**config.mk**
```make
export PLATFORM = sky130hd
export DESIGN_NAME = inst_loader_flat
export DESIGN_NICKNAME = d
export VERILOG_FILES = /design/src/rtl/inst_loader_if.sv /design/src/rtl/inst_loader.sv /design/src/flat_wrapper.sv
export SDC_FILE = /design/constraint.sdc
export NUM_CORES = 1
export LEC_CHECK = 0
export CORE_AREA = 2 2 104 106
export CTS_CLUSTER_DIAMETER = 120
export DETAILED_ROUTE_END_ITERATION = 8
export DIE_AREA = 0 0 106 108
export GPL_ROUTABILITY_DRIVEN = 0
export MAX_ROUTING_LAYER = met4
export PLACE_DENSITY = 0.81
export SETUP_SLACK_MARGIN = 0.15
export SLEW_MARGIN = 20
export SYNTH_ARGS = -nofsm -noshare
export SYNTH_HDL_FRONTEND = slang
export SYNTH_SLANG_ARGS = --single-unit
```
**constraint.sdc**
```tcl
create_clock -name clk -period 4.8 [get_ports clk]
set_clock_uncertainty 0.05 [all_clocks]
set_input_delay 1.44 -clock clk [delete_from_list [all_inputs] [get_ports clk]]
set_output_delay 1.44 -clock clk [all_outputs]
set_load 0.02 [all_outputs]
```
**src/rtl/inst_loader_if.sv**
```systemverilog
// Byte-stream input and instruction-RAM write port of the boot loader.
// The master side feeds bytes and watches the writes; the loader is the slave.
interface inst_loader_if;
    logic [7:0]  rx_data;
    logic        rx_valid;
    logic        wr_en;
    logic [31:0] wr_addr;
    logic [31:0] wr_data;

    modport master (output rx_data, output rx_valid,
                    input  wr_en, input wr_addr, input wr_data);
    modport slave  (input  rx_data, input rx_valid,
                    output wr_en, output wr_addr, output wr_data);
endinterface

```
**src/rtl/inst_loader.sv**
```systemverilog
// Boot loader: unpacks a framed UART byte stream into instruction-RAM word writes
// and releases the CPU from reset once the image checksum matches.
//
// state  | meaning
// IDLE   | waiting for header 0xA5, other bytes ignored
// CNT_HI | expecting word count high byte
// CNT_LO | expecting word count low byte, range-checked here
// DATA   | packing bytes into words, one RAM write per 4th byte
// CSUM   | expecting checksum byte
// RUN    | image good, CPU released; only reset leaves
// ERR    | frame failed; a new 0xA5 restarts the frame
module inst_loader #(
    parameter int DEPTH_LOG2 = 7,
    parameter int TIMEOUT    = 1_000_000
) (
    input  logic          clk,
    input  logic          reset,
    inst_loader_if.slave  bus,
    output logic          cpu_hold,
    output logic          done,
    output logic          error
);
    localparam int TW = $clog2(TIMEOUT + 1);
    localparam logic [TW-1:0] TMO_VAL = TW'(TIMEOUT);
    localparam logic [7:0] HDR = 8'hA5;

    typedef enum logic [2:0] {IDLE, CNT_HI, CNT_LO, DATA, CSUM, RUN, ERR} state_t;

    state_t                state, state_nx;
    logic [TW-1:0]         tcnt;
    logic [7:0]            cnt_hi;
    logic [DEPTH_LOG2:0]   n_words;
    logic [DEPTH_LOG2:0]   word_idx;
    logic [1:0]            byte_idx;
    logic [23:0]           word_sh;
    logic [7:0]            csum;
    logic [15:0]           n_full;
    logic                  active, tmo, accept, bad_n, last_word;
    logic                  hold_d, done_d, error_d;

    assign active    = (state == CNT_HI) || (state == CNT_LO) || (state == DATA) || (state == CSUM);
    assign tmo       = active && (tcnt == TMO_VAL);
    assign accept    = bus.rx_valid && !tmo;
    assign n_full    = {cnt_hi, bus.rx_data};
    assign bad_n     = (n_full == 16'd0) || ({1'b0, n_full} > 17'(1 << DEPTH_LOG2));
    assign last_word = (word_idx == n_words - (DEPTH_LOG2+1)'(1));

    always_ff @(posedge clk or negedge reset) begin
        if (!reset) state <= IDLE;
        else        state <= state_nx;
    end

    always_comb begin
        state_nx = state;
        case (state)
            IDLE:    if (bus.rx_valid && bus.rx_data == HDR) state_nx = CNT_HI;
            CNT_HI:  if (tmo) state_nx = ERR;
                     else if (bus.rx_valid) state_nx = CNT_LO;
            CNT_LO:  if (tmo) state_nx = ERR;
                     else if (bus.rx_valid) state_nx = bad_n ? ERR : DATA;
            DATA:    if (tmo) state_nx = ERR;
                     else if (bus.rx_valid && byte_idx == 2'd3 && last_word) state_nx = CSUM;
            CSUM:    if (tmo) state_nx = ERR;
                     else if (bus.rx_valid) state_nx = (bus.rx_data == csum) ? RUN : ERR;
            RUN:     state_nx = RUN;
            ERR:     if (bus.rx_valid && bus.rx_data == HDR) state_nx = CNT_HI;
            default: state_nx = IDLE;
        endcase
    end

    // Status flags are decoded from the next state so they come straight off flops.
    always_comb begin
        hold_d  = (state_nx != RUN);
        done_d  = (state_nx == RUN);
        error_d = (state_nx == ERR);
    end

    always_ff @(posedge clk or negedge reset) begin
        if (!reset) begin
            cpu_hold <= 1'b1;
            done     <= 1'b0;
            error    <= 1'b0;
        end else begin
            cpu_hold <= hold_d;
            done     <= done_d;
            error    <= error_d;
        end
    end

    always_ff @(posedge clk or negedge reset) begin
        if (!reset)                  tcnt <= '0;
        else if (!active || tmo)     tcnt <= '0;
        else if (bus.rx_valid)       tcnt <= '0;
        else                         tcnt <= tcnt + TW'(1);
    end

    always_ff @(posedge clk or negedge reset) begin
        if (!reset) begin
            cnt_hi      <= '0;
            n_words     <= '0;
            word_idx    <= '0;
            byte_idx    <= '0;
            word_sh     <= '0;
            csum        <= '0;
            bus.wr_en   <= 1'b0;
            bus.wr_addr <= '0;
            bus.wr_data <= '0;
        end else begin
            bus.wr_en <= 1'b0;
            if ((state == IDLE || state == ERR) && bus.rx_valid && bus.rx_data == HDR)
                csum <= '0;
            else if (accept) begin
                case (state)
                    CNT_HI: begin
                        cnt_hi <= bus.rx_data;
                        csum   <= csum ^ bus.rx_data;
                    end
                    CNT_LO: begin
                        n_words  <= n_full[DEPTH_LOG2:0];
                        csum     <= csum ^ bus.rx_data;
                        word_idx <= '0;
                        byte_idx <= '0;
                    end
                    DATA: begin
                        word_sh  <= {word_sh[15:0], bus.rx_data};
                        csum     <= csum ^ bus.rx_data;
                        byte_idx <= byte_idx + 2'd1;
                        if (byte_idx == 2'd3) begin
                            bus.wr_en   <= 1'b1;
                            bus.wr_data <= {word_sh, bus.rx_data};
                            bus.wr_addr <= 32'(word_idx) << 2;
                            word_idx    <= word_idx + (DEPTH_LOG2+1)'(1);
                        end
                    end
                    default: ;
                endcase
            end
        end
    end
endmodule

```
**src/flat_wrapper.sv**
```systemverilog
// flat-port wrapper written by rule: the top's interface ports become plain ports
module inst_loader_flat 
#(
    parameter int DEPTH_LOG2 = 7,
    parameter int TIMEOUT    = 1_000_000
)
  (clk, reset, cpu_hold, done, error, bus_rx_data, bus_rx_valid, bus_wr_en, bus_wr_addr, bus_wr_data);
  inst_loader_if bus_i ();
  input  logic clk;
  input  logic reset;
  output logic cpu_hold;
  output logic done;
  output logic error;
  input wire logic [$bits(bus_i.rx_data)-1:0] bus_rx_data;
  input wire logic [$bits(bus_i.rx_valid)-1:0] bus_rx_valid;
  output wire logic [$bits(bus_i.wr_en)-1:0] bus_wr_en;
  output wire logic [$bits(bus_i.wr_addr)-1:0] bus_wr_addr;
  output wire logic [$bits(bus_i.wr_data)-1:0] bus_wr_data;
  assign bus_i.rx_data = bus_rx_data;
  assign bus_i.rx_valid = bus_rx_valid;
  assign bus_wr_en = bus_i.wr_en;
  assign bus_wr_addr = bus_i.wr_addr;
  assign bus_wr_data = bus_i.wr_data;
  inst_loader #(.DEPTH_LOG2(DEPTH_LOG2), .TIMEOUT(TIMEOUT)) u_core (.clk(clk), .reset(reset), .bus(bus_i), .cpu_hold(cpu_hold), .done(done), .error(error));
endmodule
```
== Word-level counts from Yosys, hierarchy flattened ==
Index checks and enable logic that the tools add are counted.

* Input port bits: 11
* Output and inout port bits: 68
* Logic and storage cells: 89
* Flip-flop bits (word level): 125

* Reduce and logical (&&, ||, !) cells: 29
* Equal/unequal tests: 15
* Magnitude comparators: 1
* Bitwise logic cells: 2
* Mux-type cells: 24
* Add/sub/neg operators: 4

{| class="wikitable"
|+ Operator list
! cell !! number
|-
| 20-bit 2-to-1 mux || 2
|-
| 8-bit 2-to-1 mux || 4
|-
| 3-bit 2-to-1 mux || 10
|-
| 20-bit by 1-bit adder with 20-bit output, second input constant || 1
|-
| 20-bit == test, second input constant || 1
|-
| 3-bit one-hot mux with 6 select lines || 1
|-
| 8-bit == test || 2
|-
| 16-bit by 8-bit > comparator with 1-bit output, second input constant || 1
|-
| 16-bit logical NOT || 1
|-
| 8-bit one-hot mux with 2 select lines || 1
|-
| 3-bit == test, second input constant || 5
|-
| 3-bit AND reduction || 4
|-
| 8-bit by 1-bit adder with 8-bit output, second input constant || 1
|-
| 8-bit == test, second input constant || 1
|-
| 4-bit AND reduction || 2
|-
| 8-bit by 1-bit subtractor with 8-bit output, second input constant || 1
|-
| 8-bit bitwise XOR || 1
|-
| 1-bit logical AND || 7
|-
| 3-bit by 2-bit == test with 1-bit output, second input constant || 2
|-
| 1-bit logical OR || 6
|-
| 2-bit nonzero test || 3
|-
| 1-bit 2-to-1 mux || 4
|-
| 2-bit one-hot mux with 2 select lines || 1
|-
| 3-bit by 1-bit == test with 1-bit output, second input constant || 1
|-
| 11 further kinds || 12
|}

== Longest topological paths before layout ==
Gate-level depths: netlist (run 1).

* Depth after elaboration: 9
* Depth in mapped cells: 12
* Gate-level depth less buffers: 10

== Least setup slack after synthesis (run 1) ==
OpenSTA, ideal clock, no wires.

* Kind: input -> register
* Start point: input bus_rx_data[1]
* End point: register u_core.cpu_hold
* Data arrival time: 3,153 ps
* Path slack: 1,509 ps
* Required time: 4,662 ps
* Stages on the path: 8
* Cells stage by stage: buf_2 > or4_4 > nor4_2 > xor2_1 > nor4_1 > a311o_1 > a21oi_1 > or3_1

* Cells in the longest elaborated chain, start to end: 7
* Elaborated cells between the ends (all ways): 15

{| class="wikitable"
|+ RTL lines
! item !! RTL line !! source
|-
| start: declaration || flat_wrapper.sv:14 || <nowiki>input wire logic [$bits(bus_i.rx_data)-1:0] bus_rx_data;</nowiki>
|-
| 16-bit by 8-bit > comparator with 1-bit output or 16-bit logical NOT (tied branches) || inst_loader.sv:45 || <nowiki>assign bad_n = (n_full == 16'd0) || ({1'b0, n_full} > 17'(1 << DEPTH_LOG2));</nowiki>
|-
| 1-bit logical OR || inst_loader.sv:45 ||
|-
| 3-bit 2-to-1 mux (2 in a row) || inst_loader.sv:60 || <nowiki>else if (bus.rx_valid) state_nx = bad_n ? ERR : DATA;</nowiki>
|-
| 3-bit 2-to-1 mux || inst_loader.sv:59 || <nowiki>CNT_LO: if (tmo) state_nx = ERR;</nowiki>
|-
| 3-bit one-hot mux with 6 select lines * || inst_loader.sv:55 || <nowiki>case (state)</nowiki>
|-
| 3-bit != test * || inst_loader.sv:73 || <nowiki>hold_d = (state_nx != RUN);</nowiki>
|-
| net u_core.hold_d || inst_loader.sv:39 || <nowiki>logic hold_d, done_d, error_d;</nowiki>
|-
| end signal: assignment || inst_loader.sv:84 || <nowiki>cpu_hold <= hold_d;</nowiki>
|-
| end: declaration || inst_loader.sv:19 || <nowiki>output logic cpu_hold,</nowiki>
|}

The timed path passes the listed nets; every way through them passes the cells marked *.
A chain may end at the register's enable or synchronous reset.

== Final worst setup path (run 1) ==
* Start point: input bus_rx_data[3]
* End point: register u_core.csum[1]

* Cells in the longest elaborated chain, start to end: 4
* Elaborated cells between the ends (all ways): 6

{| class="wikitable"
|+ RTL lines
! item !! RTL line !! source
|-
| 8-bit == test * || inst_loader.sv:110 || <nowiki>if ((state == IDLE || state == ERR) && bus.rx_valid && bus.rx_data == HDR)</nowiki>
|-
| 1-bit logical AND * || inst_loader.sv:110 ||
|-
| 2-bit nonzero test (no source line) || - ||
|-
| 2-bit AND reduction (no source line) || - ||
|-
| end signal: assignment || inst_loader.sv:116 || <nowiki>csum <= csum ^ bus.rx_data;</nowiki>
|-
| end signal: assignment || inst_loader.sv:120 || <nowiki>csum <= csum ^ bus.rx_data;</nowiki>
|-
| end signal: assignment || inst_loader.sv:126 || <nowiki>csum <= csum ^ bus.rx_data;</nowiki>
|-
| end: declaration || inst_loader.sv:36 || <nowiki>logic [7:0] csum;</nowiki>
|}

Mark *: on every way between the ends. The rest lies on a longest branch, timed or not.

==> flow_summary.toml, run 1 <==
[outcome]
run_status = "finished clean"

[critical_path]
reg2reg_from = "u_core.tcnt[2]"
cp_launch_point = "bus_rx_data[3]"
setup.worst_path.start_class = "input pin"
cp_data_arrival_time_ns = 3.81
r2r.worst_path.cells = 7
cpPeakStageDelay_ns = 0.59
crit_end = "u_core.csum[1]"
crit_slowest_cell = "or4_4"
timing.critical_path.to_type = "flop"
worstSetupPathType = "input pin to flop"
worstPathCellList = "clkdlybuf4s50_1 > or4_4 > nor3_2 > nand2_1 > a2bb2oi_1 > o22ai_2 > o21ai_0 > a21o_1"
cp_data_required_time_ns = 5.16
rr_endpoint = "u_core.word_idx[3]"
ff2ff_setup_slack_ns = 2.14
timing.critical_path.fanout_max = 8

[clock_tree]
clock_insertion_delay_worst_skew_ns = 0.52
postCtsResizedCells = 0
tritoncts_num_sinks = 125
cts_max_level = 4
cts_max_path_buffers = 2
postCtsHoldBufs = 0
tritoncts.num_buffers = 17
cts_setup_buffers = 0
cts_tree = "built"
cts.reportedPaths.clkPinSlew_ns = 0.06
clk_root_buffer_cell = "clkbuf_8"

[sta]
maxClockFrequency_mhz = 289.5
unrepaired_setup_endpoints_after_global_routing = "false"
layout_worst_path_cycle_share_pct = 71.97
setup_violations = 0
timing.setup.tns_ns = 0
worst_slew_pin_slew_ns = 0.8459
final_critical_period_ns = 3.455
drv_slew = 0
timing.slew.headroom_pct = 43.61
layout_setup_ws_ns = 1.345
hold_violation_total_from_the_final_report = 0

[cells_and_area]
layout_commonest_cell = "nand2_1"
final_layout_size_suffix_gt1_share_pct = 14.46
diodes = 0
area.growth.synth_to_final_pct = 17.89
layout.nets = 653
layout_common_cells = "nand2_1, dfrtp_1, clkdlybuf4s50_1"
post_layout_instance_count_excluding_filler_cells = 786

[global_routing]
globalRouteTotalUtil_pct = 23.15
via_count_of_the_first_global_routing_pass = 4207
grt_pass1_wl_um = 20280
antenna_violations_before_repair = 0
overflow = 0
maximum_number_of_pins_on_one_net_before_global_route_repair = 70

[yosys]
yosys.cell_types.count = 59
yosys_top_cell_by_area = "dfrtp_1"
synthCells = 585
synth_area_per_cell_sq_um = 10.12
post_synth_design_cell_area_sq_mm = 0.005918
number_of_flops_mapped_to_enable_cells_by_yosys = 0
synthesis.yosys.warnings = 0
share_of_flip_flops_with_an_asynchronous_set_or_reset_pct = 100.0
ys.flop_type = "dfrtp_1"
synth_top_area_share_pct = 52.43
synth.ff_latch_count = 125
seq_area_frac_synth_pct = 52.88
synth_area_leaders = "dfrtp_1, nand2_1, mux2_2, xnor2_1, buf_4"

[flow_run]
maxCapViolations = 0

[floorplan]
rows = 37
floorplan.initialDensity_pct = 57.85
io-pin-count = 79
die_y_um = 108
floorplan.die.width_um = 106
core_region_area_sq_mm = 0.01023
die_area_sq_mm = 0.01145

[power]
power_density_mw_per_mm2 = 456.9
p_sw_mw = 1.015
switching_part_of_the_total_power_pct = 31.84
power_frac_comb_pct = 20.4
ir_drop_uv = 279.6
cell_internal_pwr_mw = 2.173
total_leakage_power_nw = 3.297
power_mw = 3.187
power.clock.fraction_pct = 35.5
share_seq_of_total_power_pct = 44.1

[drt]
vias = 4247
drt-met1-wl_um = 5136
drc_errors = 0
drt-wirelength-per-cell_um = 14.98
met2_wirelength_um = 5955
routed.top_layer = "met4"
detail-route-antenna-nets = 0
vias_per_cell = 5.403
detailedRoute.firstPassIterationCount = 5
detail_route.iter0.violations = 285
dr_wl_met3_um = 438
detail_route.wirelength_um = 11780

[min_path]
hold_path.class = "flop to flop"

[placed_design]
port_buffers = 54
preCtsSetupSlack_ns = 0.8261
placed_cells = 754
dp_hpwl_um = 7929
## power groups by stage
| stage | logic, mW | clock network (mW) | registers [mW] |
|---|---|---|---|
| 2_1_floorplan | 0.555 | 0 | 1.35 |
| 3_3_place_gp | 0.624 | 0 | 1.40 |
| 3_5_place_dp | 0.647 | 0 | 1.42 |
| 4_1_cts | 0.653 | 1.14 | 1.40 |
| 5_1_grt | 0.728 | 1.19 | 1.43 |
| 6_report | 0.650 | 1.13 | 1.41 |
## flip-flops by register name, summed over array words and instances, names as in the netlist, 8 cells and up
name / cells
u_core.word_sh: 24
u_core.bus.wr_data: 32
u_core.word_idx: 8
u_core.tcnt: 20
u_core.bus.wr_addr: 8
u_core.csum: 8
u_core.cnt_hi: 8
u_core.n_words: 8
## cell type report
class	instances	area, sq um
Sequential cell	125	3129
Tap cell	136	170.2
Clock buffer	18	417.9
Fill cell	768	3254
Inverter	13	48.80
Timing Repair Buffer	61	590.6
Clock inverter	14	111.4
Multi-Input combinational cell	419	2509
## critical path: cells and delay by family
family,cells,cell delay [ns]
AOI/OAI and AO/OA,4,0.83
and+or+nand+nor,3,1.00
buffers and inverters,1,0.55
## Yosys cell counts (all sizes together) (2+ instances only)
cell / instances
a211o: 2
a21o: 10
a21oi: 10
and2: 2
and3: 3
buf: 43
clkbuf: 8
dfrtp: 124
ha: 5
inv: 13
mux2: 38
mux2i: 2
nand2: 143
nand2b: 3
nand3: 16
nand4: 8
nor2: 34
nor2b: 2
nor3: 11
nor3b: 9
nor4: 8
o21ai: 22
o22ai: 3
or2: 2
or3: 5
or4b: 3
xnor2: 26
xor2: 12
## worst min path at each step
stage	from	end	depth (start not counted)
2_1_floorplan	u_core.word_sh[16]	u_core.bus.wr_data[24]	2
3_3_place_gp	u_core.word_sh[23]	u_core.bus.wr_data[31]	2
3_5_place_dp	u_core.word_sh[23]	u_core.bus.wr_data[31]	2
4_1_cts	u_core.word_sh[23]	u_core.bus.wr_data[31]	2
5_1_grt	u_core.bus.wr_addr[7]	u_core.bus.wr_addr[7]	2
6_report	u_core.bus.wr_addr[5]	u_core.bus.wr_addr[5]	2
## metal layers
metal / GRT usage, % / vias to the layer above
li1: - / 2020
met5: - / -
met1: 28.70 / 2095
met4: 8.459 / 0
met2: 38.11 / 107
met3: 4.702 / 25
## cell families (layout without fill, tap and decap cells)
logic type,after synthesis,in the layout,synth area share (%)
other cells,1,24,0.06336
flops,125,125,52.88
compound gates,55,55,6.089
xor+xnor,38,38,5.624
fa+ha+maj,5,5,1.057
simple gates,257,257,20.53
mux,40,40,7.569
buf+inv,64,106,6.194
## per-stage QoR
step | hold slack (ns) | util (%) | area [sq um]
3_5_place_dp | 0.4044 | 63.02 | 6447
4_1_cts | 0.4199 | 68.19 | 6977
5_1_grt | 0.4412 | 68.19 | 6977
3_3_place_gp | 0.3953 | 63.02 | 6447
2_1_floorplan | 0.3831 | - | 6005
6_report | 0.4186 | 68.19 | 6977
No activity file was read; power rests on OpenSTA's default activity.
==> inputs of run 2 (changes only) <==
--- a/config.mk
+++ b/config.mk
@@ -5,13 +5,13 @@
 export SDC_FILE = /design/constraint.sdc
 export NUM_CORES = 1
 export LEC_CHECK = 0
-export CORE_AREA = 2 2 104 106
+export CORE_AREA = 2 2 112 114
 export CTS_CLUSTER_DIAMETER = 120
 export DETAILED_ROUTE_END_ITERATION = 8
-export DIE_AREA = 0 0 106 108
+export DIE_AREA = 0 0 114 116
 export GPL_ROUTABILITY_DRIVEN = 0
 export MAX_ROUTING_LAYER = met4
-export PLACE_DENSITY = 0.81
+export PLACE_DENSITY = 0.74
 export SETUP_SLACK_MARGIN = 0.15
 export SLEW_MARGIN = 20
 export SYNTH_ARGS = -nofsm -noshare
==> constraint.sdc (replaced) <==
create_clock -name clk -period 3 [get_ports clk]
set_clock_uncertainty 0.05 [all_clocks]
set_input_delay 0.9 -clock clk [delete_from_list [all_inputs] [get_ports clk]]
set_output_delay 0.9 -clock clk [all_outputs]
set_load 0.02 [all_outputs]
==> flow_summary.toml, run 2 (same netlist as run 1, synthesis figures left out) <==
[power]
cell_internal_pwr_mw = 3.771
power_frac_comb_pct = 20.9
power_mw = 5.429
share_seq_of_total_power_pct = 41.5
p_sw_mw = 1.658
power.clock.fraction_pct = 37.6
total_leakage_power_nw = 3.478
ir_drop_uv = 604.2
power_density_mw_per_mm2 = 746.8
switching_part_of_the_total_power_pct = 30.53

[critical_path]
worstPathCellList = "clkdlybuf4s50_1 > nand4_1 > nor3_4 > nand2_1 > buf_4 > o22ai_1 > a21oi_1 > or3_1"
cp_data_arrival_time_ns = 2.96
crit_slowest_cell = "clkdlybuf4s50_1"
setup.worst_path.start_class = "input pin"
timing.critical_path.to_type = "flop"
cp_data_required_time_ns = 3.29
timing.critical_path.fanout_max = 6
ff2ff_setup_slack_ns = 0.37
worstSetupPathType = "input pin to flop"
cpPeakStageDelay_ns = 0.66

[cells_and_area]
layout_common_cells = "nand2_1, dfrtp_1, clkdlybuf4s50_1"
layout.nets = 674
area.growth.synth_to_final_pct = 22.83
layout.filler_cells = 942
layout_top_registers = "u_core.bus.wr_data x32, u_core.word_sh x24, u_core.tcnt x20"
layout_commonest_cell = "nand2_1"
diodes = 0
largest_reg_flops = 32
final_layout_size_suffix_gt1_share_pct = 17.44
registers.top_by_ff_count = "u_core.bus.wr_data"

[drt]
detailedRoute.firstPassIterationCount = 7
drc_errors = 0
vias_per_cell = 5.373
detail-route-antenna-nets = 0
drt-wirelength-per-cell_um = 15.49
vias = 4395
detail_route.iter0.violations = 359
detail_route.wirelength_um = 12670

[clock_tree]
clk_root_buffer_cell = "clkbuf_16"
cts_tree = "built"
tritoncts_num_sinks = 125
tritoncts.num_buffers = 17
cts.reportedPaths.clkPinSlew_ns = 0.06
postCtsHoldBufs = 0
clock_insertion_delay_worst_skew_ns = 0.42
cts_max_path_buffers = 2
cts_max_level = 4

[placed_design]
preCtsSetupSlack_ns = -0.3033
port_buffers = 54
dp_hpwl_um = 8623

[global_routing]
antenna_violations_before_repair = 0
via_count_of_the_first_global_routing_pass = 4294
maximum_number_of_pins_on_one_net_before_global_route_repair = 46
grt_pass1_wl_um = 20960
overflow = 0
globalRouteTotalUtil_pct = 20.98

[sta]
maxClockFrequency_mhz = 374.8
final_critical_period_ns = 2.668
unrepaired_setup_endpoints_after_global_routing = "false"
layout_setup_ws_ns = 0.3322
layout_worst_path_cycle_share_pct = 88.93
worst_slew_pin_slew_ns = 0.5913
final.hold.worst_slack_ns = 0.3599
drv_slew = 0
hold_violation_total_from_the_final_report = 0
setup_violations = 0
timing.slew.headroom_pct = 60.58

[floorplan]
rows = 40
die_area_sq_mm = 0.01322
floorplan.die.width_um = 114
core_region_area_sq_mm = 0.01191
io-pin-count = 79
floorplan.initialDensity_pct = 49.68
die_y_um = 116

[flow_run]
maxCapViolations = 0

[outcome]
run_status = "finished clean"

[min_path]
hold_path.class = "input pin to async pin"
## run 2: layer usage
metal  share of wire, %  GRT usage (%)  up-vias  routed length, um
li1                   -              -     2058                  -
met1                 45          26.15     2175               5690
met2                 49          33.53      147               6232
met3                4.5          5.335       15                574
met4                1.4          7.317        0                174
met5                  0              -        -                  0
## run 2: critical path: cells and delay by family
family / cells / cell delay (ns)
AO/OA/AOI/OAI: 2 / 0.31
buffers and inverters: 2 / 0.84
AND/OR/NAND/NOR: 4 / 0.91
## run 2: cell type report
cell class,count,area [sq um],share of cell area [%]
Tap cell,147,183.9,2.530
Multi-Input combinational cell,419,2530,34.80
Clock buffer,19,452.9,6.231
Timing Repair Buffer,82,783.3,10.77
Sequential cell,125,3129,43.05
Inverter,13,48.80,0.6713
Clock inverter,13,141.4,1.945
## run 2: power groups by stage
stage | clock (mW) | combinational, mW | sequential (mW)
floorplan | 0 | 0.889 | 2.16
global placement | 0 | 1.06 | 2.25
detailed placement | 0 | 1.11 | 2.27
CTS | 2.07 | 1.12 | 2.25
global route | 2.13 | 1.25 | 2.29
finish | 2.04 | 1.14 | 2.25
## run 2: stage by stage
stage | utilization [%] | TNS, ns | cell area [sq um] | instances
2_1_floorplan | - | 0 | 6005 | 608
3_3_place_gp | 55.71 | -2.447 | 6636 | 785
3_5_place_dp | 55.71 | -3.268 | 6636 | 785
4_1_cts | 60.70 | 0 | 7231 | 817
5_1_grt | 61.03 | 0 | 7269 | 818
6_report | 61.03 | 0 | 7269 | 818
## run 2: worst paths after layout
path                                          end          startpoint  cells after the start
min reg2reg                u_core.bus.wr_data[29]  u_core.word_sh[21]                      2
max in group asynchronous        u_core.cnt_hi[0]               reset                      2
max reg2reg                           u_core.done   u_core.n_words[0]                     10
min in group clk           u_core.bus.wr_data[29]  u_core.word_sh[21]                      2
min                            u_core.word_sh[14]               reset                      1
max                               u_core.cpu_hold      bus_rx_data[2]                      8
## run 2: repair_timing
item,4_1_cts,5_1_grt
buffers inserted,0,1
pin swaps,2,5
setup endpoints to repair,2,12
gates resized for setup,0,11
